==> src/rtl/spi_regs_pkg.sv <==
// Shared definitions for the register-mapped SPI slave.
// Holds the CPU register offsets, the status bit positions, the frame width,
// the transfer state type and a helper that assembles the status word.
package spi_regs_pkg;

  localparam logic [2:0] ADDR_RXDATA  = 3'd0;
  localparam logic [2:0] ADDR_TXDATA  = 3'd1;
  localparam logic [2:0] ADDR_STATUS  = 3'd2;
  localparam logic [2:0] ADDR_CONTROL = 3'd3;

  localparam int ROE_BIT  = 3;
  localparam int TOE_BIT  = 4;
  localparam int TMT_BIT  = 5;
  localparam int TRDY_BIT = 6;
  localparam int RRDY_BIT = 7;
  localparam int E_BIT    = 8;

  localparam int FRAME_BITS = 8;

  typedef enum logic {
    IDLE,
    SHIFT
  } spi_state_e;

  // Status word with every bit outside [8:3] forced to zero; E is the OR of
  // the two overrun flags.
  function automatic logic [15:0] pack_status(input logic roe, input logic toe,
                                              input logic tmt, input logic trdy,
                                              input logic rrdy);
    logic [15:0] s;
    s           = '0;
    s[ROE_BIT]  = roe;
    s[TOE_BIT]  = toe;
    s[TMT_BIT]  = tmt;
    s[TRDY_BIT] = trdy;
    s[RRDY_BIT] = rrdy;
    s[E_BIT]    = roe | toe;
    return s;
  endfunction

endpackage

==> src/rtl/spi_sync_edge.sv <==
// Two-flop synchronizer with an edge register for one asynchronous pin.
// Ports:
//   clk, reset_n : system clock, asynchronous active-low reset
//   async_in     : raw pin
//   level        : synchronized level, time-aligned with the edge pulses
//   rise, fall   : one-clk registered pulses on a synchronized edge
// The pin-to-pulse path is three flops, so an edge is acted upon by the
// consumer on the fourth clk after it appears at the pin.
module spi_sync_edge #(
  parameter logic RESET_VAL = 1'b0
) (
  input  logic clk,
  input  logic reset_n,
  input  logic async_in,
  output logic level,
  output logic rise,
  output logic fall
);

  logic meta_q;
  logic sync_q;
  logic edge_q;
  logic rise_q, rise_d;
  logic fall_q, fall_d;

  always_comb begin
    rise_d = sync_q & ~edge_q;
    fall_d = ~sync_q & edge_q;
  end

  always_ff @(posedge clk or negedge reset_n) begin
    if (!reset_n) begin
      meta_q <= RESET_VAL;
      sync_q <= RESET_VAL;
      edge_q <= RESET_VAL;
      rise_q <= 1'b0;
      fall_q <= 1'b0;
    end else begin
      meta_q <= async_in;
      sync_q <= meta_q;
      edge_q <= sync_q;
      rise_q <= rise_d;
      fall_q <= fall_d;
    end
  end

  assign level = edge_q;
  assign rise  = rise_q;
  assign fall  = fall_q;

endmodule

==> src/rtl/spi_slave_regs.sv <==
// Register-mapped SPI mode-0 slave, 8-bit frames, MSB first.
// Ports:
//   clk, reset_n          : system clock, asynchronous active-low reset
//   mem_addr              : register select (0 rxdata, 1 txdata, 2 status, 3 control)
//   read_n, write_n       : active-low one-clk access strobes
//   data_from_cpu         : write data, bits [8:0] used
//   data_to_cpu           : registered read data
//   dataavailable         : status.RRDY
//   readyfordata          : status.TRDY
//   irq                   : registered OR of enabled status bits
//   SCLK, MOSI, SS_n      : SPI pins from the external master
//   MISO                  : shift register MSB while selected, else 0
// A single shift register serves both directions: MOSI bits are captured on
// SCLK rise and moved in on the following fall, which is also when the next
// transmit bit reaches the MSB.
module spi_slave_regs
  import spi_regs_pkg::*;
(
  input  logic        clk,
  input  logic        reset_n,
  input  logic [2:0]  mem_addr,
  input  logic        read_n,
  input  logic        write_n,
  input  logic [15:0] data_from_cpu,
  output logic [15:0] data_to_cpu,
  output logic        dataavailable,
  output logic        readyfordata,
  output logic        irq,
  input  logic        SCLK,
  input  logic        MOSI,
  input  logic        SS_n,
  output logic        MISO
);

  localparam logic [2:0] LAST_BIT = 3'(FRAME_BITS - 1);

  logic sclk_level, sclk_rise, sclk_fall;
  logic ss_level, ss_rise, ss_fall;
  logic mosi_level, mosi_rise, mosi_fall;

  spi_sync_edge #(.RESET_VAL(1'b0)) u_sync_sclk (
    .clk(clk), .reset_n(reset_n), .async_in(SCLK),
    .level(sclk_level), .rise(sclk_rise), .fall(sclk_fall)
  );

  spi_sync_edge #(.RESET_VAL(1'b1)) u_sync_ss (
    .clk(clk), .reset_n(reset_n), .async_in(SS_n),
    .level(ss_level), .rise(ss_rise), .fall(ss_fall)
  );

  spi_sync_edge #(.RESET_VAL(1'b0)) u_sync_mosi (
    .clk(clk), .reset_n(reset_n), .async_in(MOSI),
    .level(mosi_level), .rise(mosi_rise), .fall(mosi_fall)
  );

  spi_state_e  state_q, state_d;
  logic [2:0]  bit_cnt_q, bit_cnt_d;
  logic [7:0]  shift_q, shift_d;
  logic        mosi_bit_q, mosi_bit_d;
  logic [7:0]  rxdata_q, rxdata_d;
  logic [7:0]  holding_q, holding_d;
  logic        trdy_q, trdy_d;
  logic        rrdy_q, rrdy_d;
  logic        roe_q, roe_d;
  logic        toe_q, toe_d;
  logic [5:0]  control_q, control_d;
  logic [15:0] data_to_cpu_q, data_to_cpu_d;
  logic        irq_q, irq_d;

  logic [15:0] status_w;
  logic        rd, wr, rx_read, load_tx;

  logic unused_ok;
  assign unused_ok = ^{data_from_cpu[15:9], data_from_cpu[2:0],
                       sclk_level, ss_level, mosi_rise, mosi_fall};

  // TMT only reflects the holding register while deselected; during a frame
  // the shift register is considered occupied.
  assign status_w = pack_status(roe_q, toe_q, trdy_q && (state_q == IDLE),
                                trdy_q, rrdy_q);

  assign rd      = ~read_n;
  assign wr      = ~write_n;
  assign rx_read = rd && (mem_addr == ADDR_RXDATA);

  always_comb begin
    state_d       = state_q;
    bit_cnt_d     = bit_cnt_q;
    shift_d       = shift_q;
    mosi_bit_d    = mosi_bit_q;
    rxdata_d      = rxdata_q;
    holding_d     = holding_q;
    trdy_d        = trdy_q;
    rrdy_d        = rrdy_q;
    roe_d         = roe_q;
    toe_d         = toe_q;
    control_d     = control_q;
    data_to_cpu_d = data_to_cpu_q;
    load_tx       = 1'b0;

    if (rd) begin
      case (mem_addr)
        ADDR_RXDATA: begin
          data_to_cpu_d = {8'h00, rxdata_q};
          rrdy_d        = 1'b0;
        end
        ADDR_TXDATA:  data_to_cpu_d = {8'h00, holding_q};
        ADDR_STATUS:  data_to_cpu_d = status_w;
        ADDR_CONTROL: data_to_cpu_d = {7'b0, control_q, 3'b0};
        default:      data_to_cpu_d = '0;
      endcase
    end

    if (wr) begin
      case (mem_addr)
        ADDR_TXDATA: begin
          if (trdy_q) begin
            holding_d = data_from_cpu[7:0];
            trdy_d    = 1'b0;
          end else begin
            toe_d = 1'b1;
          end
        end
        ADDR_STATUS: begin
          roe_d = 1'b0;
          toe_d = 1'b0;
        end
        ADDR_CONTROL: control_d = data_from_cpu[8:3];
        default: ;
      endcase
    end

    // Overrun setting comes after the status-write clear so a simultaneous
    // overrun survives; a same-clk rxdata read keeps RRDY set without ROE.
    if (ss_fall) begin
      state_d   = SHIFT;
      bit_cnt_d = '0;
      load_tx   = 1'b1;
    end else if (ss_rise) begin
      state_d   = IDLE;
      bit_cnt_d = '0;
      shift_d   = '0;
    end else if (state_q == SHIFT) begin
      if (sclk_rise) begin
        mosi_bit_d = mosi_level;
        if (bit_cnt_q == LAST_BIT) begin
          rxdata_d  = {shift_q[6:0], mosi_level};
          rrdy_d    = 1'b1;
          if (rrdy_q && !rx_read) roe_d = 1'b1;
          bit_cnt_d = '0;
          load_tx   = 1'b1;
        end else begin
          bit_cnt_d = bit_cnt_q + 3'd1;
        end
      end else if (sclk_fall && (bit_cnt_q != 3'd0)) begin
        // A zero count means the shift register was just (re)loaded, so its
        // MSB is already the bit to present.
        shift_d = {shift_q[6:0], mosi_bit_q};
      end
    end

    // Loads look at the registered TRDY, so a txdata write landing in the
    // same clk is not seen here and the frame underruns with 8'h00.
    if (load_tx) begin
      if (!trdy_q) begin
        shift_d = holding_q;
        trdy_d  = 1'b1;
      end else begin
        shift_d = '0;
      end
    end
  end

  assign irq_d = |(status_w[E_BIT:ROE_BIT] & control_q);

  always_ff @(posedge clk or negedge reset_n) begin
    if (!reset_n) begin
      state_q       <= IDLE;
      bit_cnt_q     <= '0;
      shift_q       <= '0;
      mosi_bit_q    <= 1'b0;
      rxdata_q      <= '0;
      holding_q     <= '0;
      trdy_q        <= 1'b1;
      rrdy_q        <= 1'b0;
      roe_q         <= 1'b0;
      toe_q         <= 1'b0;
      control_q     <= '0;
      data_to_cpu_q <= '0;
      irq_q         <= 1'b0;
    end else begin
      state_q       <= state_d;
      bit_cnt_q     <= bit_cnt_d;
      shift_q       <= shift_d;
      mosi_bit_q    <= mosi_bit_d;
      rxdata_q      <= rxdata_d;
      holding_q     <= holding_d;
      trdy_q        <= trdy_d;
      rrdy_q        <= rrdy_d;
      roe_q         <= roe_d;
      toe_q         <= toe_d;
      control_q     <= control_d;
      data_to_cpu_q <= data_to_cpu_d;
      irq_q         <= irq_d;
    end
  end

  assign data_to_cpu   = data_to_cpu_q;
  assign irq           = irq_q;
  assign dataavailable = rrdy_q;
  assign readyfordata  = trdy_q;
  assign MISO          = (state_q == SHIFT) ? shift_q[7] : 1'b0;

endmodule
==> config.mk <==
export PLATFORM = sky130hd
export DESIGN_NAME = spi_slave_regs
export DESIGN_NICKNAME = d
export VERILOG_FILES = /design/src/rtl/spi_regs_pkg.sv /design/src/rtl/spi_sync_edge.sv /design/src/rtl/spi_slave_regs.sv
export SDC_FILE = /design/constraint.sdc
export NUM_CORES = 1
export LEC_CHECK = 0
export BUFFER_PORTS_ARGS = -buffer_cell sky130_fd_sc_hd__buf_2
export CAP_MARGIN = 40
export CORE_UTILIZATION = 45
export CTS_CLUSTER_SIZE = 30
export DETAILED_ROUTE_END_ITERATION = 10
export GPL_TIMING_DRIVEN = 0
export PLACE_DENSITY = 0.77
export SLEW_MARGIN = 20
export SYNTH_ARGS = -nofsm -noshare
export SYNTH_HDL_FRONTEND = slang
export SYNTH_SLANG_ARGS = --single-unit
==> constraint.sdc <==
create_clock -name clk -period 4.44 [get_ports clk]
set_input_delay 0.888 -clock clk [delete_from_list [all_inputs] [get_ports clk]]
set_output_delay 0.888 -clock clk [all_outputs]
set_load 0.01 [all_outputs]
==> impl_results.md <==
- CP endpoint kind: primary output
- Max stage delay on crit path: 0.36 ns
- Longest Clk Path Bufs: 2
- Via count: 1698
- Starting density of the core: 47.9%
- Initial antenna violation count: 0
- Seq/Total Area, Yosys: 57.6%
- Max Clk Rate: 495 MHz
- Simple-gate area share of the yosys netlist: 8.84%
- Final ANT Viol Nets: 0
- Layout area overhead: 17.5%
- Final cell count without fillers: 328
- Setup ws final: between 2 and 2.5 ns
- Drt drc: 0
- Die area: between 6000 and 7000 µm²
- Finished Core Util: 56.3%
- Predominant post-synthesis flop cell: dfrtp_1
- CTS Hold Bufs: 0
- Mapped Cells: slightly above 200
- Worst endpoint required time: around 3.6 ns
- Netlist cell types: 41
- DR vias/cell: 5.18
- GPL Wtd Cong: 0.812
- Status: complete, no violations
- RSZ-0062 raised after global routing: false
- Total GRT Usage: between 10% and 20%
- Largest net degree at the start of global routing: between 60 and 70
- Sw power: between 0.0003 and 0.0004 W
- Async S/R FF share, synth: 100%
- Leakage: 1.51 nW
- Total Wirelength: 4880 µm
- Int Pwr: roughly 0.001 W
- Final Hold Vio Count: 0
- # Post-CTS Setup Buffers: 0
- Fin crit period: 2.02 ns
- Number of synthesized flops with an enable pin: 0
- Slew Viols, Final: 0
- WL/cell: 14.9 µm
- Reg clk slew, reported paths: 0.07 ns
- Peak supply drop: around 0.0003 V
- Clock Latency Late Sink: 0.34 ns
- Die width: 79.5 µm
- Filler cell count: between 400 and 500
- Core Region: 5640 µm²
- Final Cycle Share: 45.5%
- Initial DRC count: 96
- DP Worst Slack: 2.21 ns
- Vias in the first global route: 1705
- Crit Path Class: flop to primary output
- CP Data Arrival Time: between 1 and 1.5 ns
- First-pass GRT wire length: 8290 µm
- CTS root buffer: clkbuf_8
- Inst Count DP: 311
- Die height: 79.5 µm
- Critical path peak fanout: 8
- Mux cell area share after synthesis: 17.4%
- Sequential cell fraction of total power: approximately 52%
- Slew margin rel.: between 60% and 70%
- XOR/XNOR Fraction of Synth Area: 0%
- Clk pwr share: about 34%
- Mapped Area: between 2000 and 3000 µm²
- CP max stage cell: dfrtp_1
- Startpoint types: flop
- CTS Buf Count: 9
- Ys Warns: 0
- Clk sinks: 62
- Post-DP HPWL: 3450 µm
- HP Class: input pin to async pin
- Worst Clk Skew: 0.00807 ns
- Setup TNS: 0 ns
- Share of cells above drive strength 1: about two fifths
- Max Cap Viol: 0
- Worst Tran Pin Value: around 0.55 ns
- Complex-gate fraction of the synthesized area: between 10% and 20%
- Switching Share: 25.6%
- Combinational Power Share: 13.8%
- # rows: 27
- TritonRoute pass-1 iters: 4
- Count of input and output buffers: 29
- Grt ovf: 0
- I/O pins: 46
- Post-CTS Resized: 0
- H-tree depth: 3
- Setup-failing EPs final: 0
- Main combinational cell family by area after synthesis: multiplexers
- N_diodes: 0
- Flops & latches, synth: 62
- Final net count: 280
- CTS tree: yes
- Avg Inst Size Synth: 13.3 µm²
- Power Density: between 400 and 500 nW/µm²
- Crit-path cells: buf_4, and2_1, buf_2
- Area share of fa/ha/maj cells after synthesis: 1.39%
-- power groups by stage --
stage | Combinational, W | Sequential [W] | Clock, W
floorplan | 0.000123 | 0.000683 | 0
global placement | 0.000175 | 0.000691 | 0
detailed placement | 0.000181 | 0.000695 | 0
CTS | 0.000181 | 0.000685 | 0.000465
global route | 0.000202 | 0.000693 | 0.000491
finish | 0.000181 | 0.000684 | 0.000453
-- per-stage QoR --
stage	hold WS [ns]	cell area, µm²	power [W]
5_1_grt	0.317	3180	0.00139
4_1_cts	0.351	3150	0.00133
3_3_place_gp	0.333	2960	0.000866
2_1_floorplan	0.331	2730	0.000806
3_5_place_dp	0.336	2960	0.000875
6_report	0.334	3180	0.00132
-- synthesized netlist by cell type, types with 2 or more instances --
library cell	instances	share of area, %
nor2_1	9	1.2
o21ai_0	9	1.7
nand3_1	2	0.37
dfrtp_1	58	54
nand3_2	2	0.74
mux2i_1	3	1.1
inv_1	4	0.56
a22oi_1	2	0.56
a22o_1	11	3.6
a21oi_1	6	1.1
ha_1	3	1.4
nand2_1	10	1.4
nor3b_1	2	0.56
nand2b_1	2	0.46
nor2b_1	7	1.6
dfstp_2	4	3.9
mux2_2	31	13
buf_4	11	3.1
o31ai_1	3	0.83
mux4_2	4	3.3
-- worst max-delay path: cells and delay by family (launching register included) --
kind	cells	cell delay (ns)
buf+inv	2	0.30
simple gates	1	0.14
flops	1	0.36
-- sequential cells by signal, indices dropped and copies added, names as in the netlist, 3 cells and up --
register / flops
holding_q: 8
rxdata_q: 8
shift_q: 8
bit_cnt_q: 3
data_to_cpu: 9
control_q: 6
-- path summary, 6_finish.rpt --
path                       cells past startpoint                  to  slack (ns)               start
max                                            3                MISO        2.42             state_q
min                                            1        bit_cnt_q[0]        0.33             reset_n
max reg2reg                                    6          shift_q[7]        2.51        bit_cnt_q[0]
min reg2reg                                    0  u_sync_sclk.sync_q        0.35  u_sync_sclk.meta_q
max in group asynchronous                      2    u_sync_ss.meta_q        3.59             reset_n
min in group clk                               0  u_sync_sclk.sync_q        0.35  u_sync_sclk.meta_q
-- per-layer routing --
layer | vias to the layer above | wire length [µm] | part of all wire (%) | track usage, %
li1 | 807 | - | - | -
met1 | 836 | 2250 | 46 | 23.9
met2 | 44 | 2300 | 47 | 26.7
met3 | 11 | 261 | 5.3 | 6.06
met4 | 0 | 76 | 1.6 | 8.00
met5 | - | 0 | 0 | 0
-- area by class of cell --
cell class / instances / area (µm²) / share of cell area [%]
plain buffers: 15 / 108 / 3.39
clock buffers: 13 / 169 / 5.31
clock inverters: 3 / 17.5 / 0.551
inverters: 4 / 15.0 / 0.472
multi-input cells: 129 / 1050 / 33.0
flip-flops and latches: 62 / 1560 / 49.0
well taps: 72 / 90.1 / 2.83
repair buffers: 30 / 175 / 5.51
-- cell usage in the layout, fill, tap and decap left out, types with 3 or more instances in the layout --
cell,count
dfstp_2,4
buf_4,12
dfrtp_1,58
conb_1,7
nor2b_1,7
clkbuf_8,12
inv_1,4
mux4_2,4
nand2_1,10
o21ai_0,9
nor2_1,9
ha_1,3
mux2_2,31
o31ai_1,3
a22o_1,11
mux2i_1,3
a21oi_1,6
buf_2,29
-- logic make-up after synthesis --
family | after synthesis
multiplexers | 38
flip-flops | 62
buffers and inverters | 19
AO/OA/AOI/OAI | 38
other | 1
adder cells (fa/ha/maj) | 3
AND/OR/NAND/NOR | 43
Note: power is estimated with default switching activity, not from simulation.
